### src/rtl/nco_tune_sched.sv
// Retune sequencer for the carrier NCO: jump or linear glide of phase_inc_carr, then settle and flag done.
// Latency: jump lands 2 cycles after transfer; glide steps every RAMP_DIV cycles. Glide path built only with NCO_TUNE_RAMP_EN.
module nco_tune_sched #(
  parameter logic [63:0] INIT_INC   = 64'd0,
  parameter int          RAMP_DIV   = 16,
  parameter int          SETTLE_CYC = 8
) (
  input  logic        clk,
  input  logic        reset,
  input  logic        req_valid,
  output logic        req_ready,
  input  logic [63:0] req_inc,
  input  logic        req_ramp,
  input  logic [63:0] req_step,
  input  logic        abort,
  output logic [63:0] phase_inc_carr,
  output logic        busy,
  output logic        tune_done
);

  typedef enum logic [1:0] {IDLE, JUMP, RAMP, SETTLE} state_t;

  state_t      state, state_nxt;
  logic [63:0] inc_q, inc_nxt;
  logic [63:0] target_q, target_nxt;
  logic [31:0] cnt_q, cnt_nxt;
  logic        done_q, done_nxt;

`ifdef NCO_TUNE_RAMP_EN
  logic [63:0] step_q, step_nxt;
  logic [63:0] diff;
  logic        up;
`else
  // Ramp inputs and divider setting are kept on the interface but have no effect here.
  localparam int unused_ramp_div = RAMP_DIV;
  logic unused_ramp_in;
  assign unused_ramp_in = ^{req_ramp, req_step};
`endif

  assign req_ready      = (state == IDLE) && !reset;
  assign busy           = (state != IDLE);
  assign phase_inc_carr = inc_q;
  assign tune_done      = done_q;

  always_ff @(posedge clk) begin
    if (reset) begin
      state <= IDLE;
    end else begin
      state <= state_nxt;
    end
  end

  always_ff @(posedge clk) begin
    if (reset) begin
      inc_q    <= INIT_INC;
      target_q <= 64'd0;
      cnt_q    <= 32'd0;
      done_q   <= 1'b0;
`ifdef NCO_TUNE_RAMP_EN
      step_q   <= 64'd0;
`endif
    end else begin
      inc_q    <= inc_nxt;
      target_q <= target_nxt;
      cnt_q    <= cnt_nxt;
      done_q   <= done_nxt;
`ifdef NCO_TUNE_RAMP_EN
      step_q   <= step_nxt;
`endif
    end
  end

  always_comb begin
    state_nxt  = state;
    inc_nxt    = inc_q;
    target_nxt = target_q;
    cnt_nxt    = cnt_q;
    done_nxt   = 1'b0;
`ifdef NCO_TUNE_RAMP_EN
    step_nxt   = step_q;
    up         = (target_q > inc_q);
    diff       = up ? (target_q - inc_q) : (inc_q - target_q);
`endif

    case (state)
      IDLE: begin
        if (req_valid) begin
          target_nxt = req_inc;
          state_nxt  = JUMP;
`ifdef NCO_TUNE_RAMP_EN
          step_nxt = req_step;
          if (req_ramp && (req_step != 64'd0) && (req_inc != inc_q)) begin
            state_nxt = RAMP;
            cnt_nxt   = 32'(RAMP_DIV - 1);
          end
`endif
        end
      end
      JUMP: begin
        inc_nxt   = target_q;
        state_nxt = SETTLE;
        cnt_nxt   = 32'(SETTLE_CYC);
      end
`ifdef NCO_TUNE_RAMP_EN
      RAMP: begin
        if (cnt_q == 32'd0) begin
          // Final step clamps onto the target so the glide never overshoots.
          if (diff <= step_q) begin
            inc_nxt   = target_q;
            state_nxt = SETTLE;
            cnt_nxt   = 32'(SETTLE_CYC);
          end else begin
            inc_nxt = up ? (inc_q + step_q) : (inc_q - step_q);
            cnt_nxt = 32'(RAMP_DIV - 1);
          end
        end else begin
          cnt_nxt = cnt_q - 32'd1;
        end
      end
`endif
      SETTLE: begin
        if (cnt_q == 32'd0) begin
          done_nxt  = 1'b1;
          state_nxt = IDLE;
        end else begin
          cnt_nxt = cnt_q - 32'd1;
        end
      end
      default: begin
        state_nxt = IDLE;
      end
    endcase

    // Abort freezes the increment where it stands, even mid-jump.
    if (abort && (state != IDLE)) begin
      state_nxt = IDLE;
      inc_nxt   = inc_q;
      cnt_nxt   = 32'd0;
      done_nxt  = 1'b0;
    end
  end

endmodule
### config.mk
export PLATFORM = sky130hd
export DESIGN_NAME = nco_tune_sched
export DESIGN_NICKNAME = d
export VERILOG_FILES = /design/src/rtl/nco_tune_sched.sv
export SDC_FILE = /design/constraint.sdc
export NUM_CORES = 1
export LEC_CHECK = 0
export CORE_ASPECT_RATIO = 0.8
export CORE_MARGIN = 2
export CORE_UTILIZATION = 55
export CTS_BUF_LIST = sky130_fd_sc_hd__clkbuf_16
export DETAILED_ROUTE_END_ITERATION = 12
export DONT_BUFFER_PORTS = 1
export GPL_TIMING_DRIVEN = 1
export PLACE_DENSITY = 0.7
export SYNTH_ARGS = -nofsm -noshare
export SYNTH_HDL_FRONTEND = slang
export SYNTH_SLANG_ARGS = --single-unit
### constraint.sdc
create_clock -name clk -period 3.09 [get_ports clk]
set_input_delay 0 -clock clk [delete_from_list [all_inputs] [get_ports clk]]
set_output_delay 0 -clock clk [all_outputs]
set_load 0.02 [all_outputs]
==> flow_summary_export.csv <==
group,metric,value,unit
outcome,status,"finished, violations left",
outcome,violations,"negative hold slack",
grt,grt_pass1_wl,25300,um
power,p_total,5.00,mW
worst_hold_path,min-delay-start,"reset",
clock_tree,cts_tree,"yes",
placed_design,dp_hpwl,9160,um
floorplan,core,10900,sq um
synth,yosys-top-cells-area,"dfxtp_1, nand2_1, a21oi_1",
grt,first_global_vias,5282,
placed_design,port-buffer-count,0,
synth,ys_warn_count,0,
sta,rsz0062_at_grt,"no",
synth,synth-seq-area-share,53.1,%
final_layout,final_common_cell,"nand2_1",
floorplan,dieWidth,122,um
routing,met2_length,7220,um
setup_path,crit_path_cell_trace,"nor4_1, nand4_1, or2_2, or4_2, a21oi_1",
routing,vias,5438,
setup_path,critPathRequiredTime,3430,ps
final_layout,syn_to_final_growth,22.0,%
sta,tightest_slew,793,ps
setup_path,critical_path_class,"flip-flop to flip-flop",
clock_tree,clock_latency,410,ps
sta,slew_viol_final,0,
grt,overflow,0,
floorplan,io_pins,200,
grt,grt_max_degree,131,
clock_tree,cts_resized,0,
floorplan,start_util,56.5,%
worst_hold_path,hold_path.class,"input pin to flip-flop",
routing,totalWireLength,15300,um
setup_path,critPathLaunchType,"flip-flop",
floorplan,die_area,12100,sq um
grt,grt_antenna_before_repair,0,
power,irDropWorstVdd,0.362,mV
final_layout,final_core_util,68.9,%
setup_path,timing.rr.end,"cnt_q[27]$_SDFFE_PP0P_",
setup_path,r2r_cells,5,
setup_path,slowest_delay,630,ps
synth,avgSynthCellArea,7.94,sq um
sta,min_period_over_period,86.3,%
routing,met1_length,6820,um
sta,setup_violations,0,
routing,drtIter0Drc,305,
setup_path,endpoint_kind,"flip-flop",
setup_path,cp_slowest_cell,"nor4_1",
setup_path,crit_fanout,8,
routing,met3_length,1120,um
final_layout,final_cell_mix,"nand2_1, dfxtp_1, a21oi_1",
clock_tree,cts_made_buffers,17,
final_layout,fillerInstances,867,
clock_tree,cts_root_buffer,"clkbuf_16",
synth,synth_ff_type,"dfxtp_1",
sta,setup_tns,0,ps
job,maxCapViolations,0,
final_layout,drive_above_1_share,7.07,%
setup_path,cp-endpoint,"cnt_q[27]$_SDFFE_PP0P_",
placed_design,placedInstanceArea,6240,sq um
final_layout,layout.nets,956,
synth,async_flop_share,0,%
synth,postSynthCellCount,775,
sta,maxSlewHeadroom,46.9,%
clock_tree,path_clk_slew,60,ps
sta,skew,9.87,ps
setup_path,crit_arrival,3010,ps
floorplan,rows,34,
final_layout,final_area,7510,sq um
routing,route.top_layer_used,"met4",
routing,via_per_inst,5.55,
clock_tree,htreeDepth,4,
clock_tree,cts_sinks,163,
grt,track_usage,26.0,%
power,p_per_area,666,nW/um^2
sta,hold_viol,2,
synth,synth_edf_count,0,
synth,synth_nets,909,
setup_path,r2r-start,"cnt_q[8]$_SDFFE_PP0P_",
routing,wire_per_inst,15.7,um
synth,ys_ff_latch,163,
sta,layout_min_cycle_time,2670,ps
setup_path,rrSetupSlack,420,ps
clock_tree,clockBufferDepth,2,
synth,synth_area,6150,sq um
setup_path,cp-startpoint,"cnt_q[8]$_SDFFE_PP0P_",
power,p_leak,2.70,nW
synth,synth_top_cell_by_area,"dfxtp_1",
floorplan,die_h,98.6,um
synth,synthDistinctLibCells,44,
placed_design,place.gp.congestion,0.879,
sta,hold_slack,-14.1,ps
routing,ant_nets,0,
sta,max_freq,375,MHz
routing,drc_errors,0,
synth,synth_top_area_share,53.1,%
routing,drt_pass1_iterations,4,
==> cell type report <==
class,count,area [sq um],share of cell area (%)
Antenna cell,1,2.50,0.0333
Tap cell,144,180,2.40
Sequential cell,163,3260,43.5
Timing Repair Buffer,80,788,10.5
Clock inverter,15,144,1.92
Inverter,6,22.5,0.300
Clock buffer,17,425,5.67
Multi-Input combinational cell,554,2680,35.7
==> worst max-delay path: cells and delay by family (launching register included) <==
family | cells | cell delay, ps
compound gates | 1 | 150
flops | 1 | 370
simple gates | 4 | 2080
==> flip-flops by register name, summed over array words and instances (netlist names) <==
signal and flops:
cnt_q 32, phase_inc_carr 64, state 2, target_q 64
tune_done 1
==> layer usage <==
metal	vias to the layer above	GRT usage, %
met1	2532	32.9
li1	2723	-
met2	166	42.6
met3	17	7.93
met4	0	8.22
met5	-	0
==> cells in the mapped netlist, types with 3 or more instances <==
cell type	n
nand2b_1	4
or2_2	8
inv_1	6
o311ai_0	5
or4_1	10
mux2i_1	4
o21ai_0	10
or3_1	7
clkbuf_1	49
o211ai_1	6
nor2_1	16
nand3_1	6
nor3_1	4
a21oi_1	144
nor4_1	9
and2_1	3
o31ai_1	12
nand2_1	272
dfxtp_1	163
nand4_1	6
==> cell families after synthesis <==
kind of cell	share of synthesized area (%)
and+or+nand+nor	25.5
buffers and inverters	3.56
adders and majority gates	0.203
muxes	0.651
DFF	53.1
xor gates and xnor gates	0.142
AOI/OAI and AO/OA	16.9
==> how the worst min path moves through the flow <==
stage / depth (start not counted) / endpoint / slack (ps)
floorplan: 1 / tune_done$_SDFF_PP0_ / 80
finish: 2 / phase_inc_carr[42]$_SDFFE_PP0P_ / -10
global route: 4 / state[1]$_SDFFE_PP0P_ / 50
global placement: 1 / target_q[42]$_SDFFE_PP0P_ / 80
detailed placement: 1 / phase_inc_carr[42]$_SDFFE_PP0P_ / 80
CTS: 2 / phase_inc_carr[42]$_SDFFE_PP0P_ / 30
==> through the flow <==
step,instances,worst slack (ps)
global route,979,337
detailed placement,879,543
global placement,879,575
floorplan,775,744
CTS,979,500
finish,980,422
==> what timing repair did <==
action                    in CTS  in global routing
hold endpoints to repair     135                  0
buffers inserted               0                  0
hold buffers                  68                  0
==> report_power, final <==
group | internal [mW] | switching (mW) | leakage [nW] | total, mW
Clock | 1.18 | 0.844 | 0.286 | 2.03
Sequential | 2.20 | 0.0912 | 1.32 | 2.30
Combinational | 0.244 | 0.433 | 1.09 | 0.677
Power figures use the tool's default switching activity.
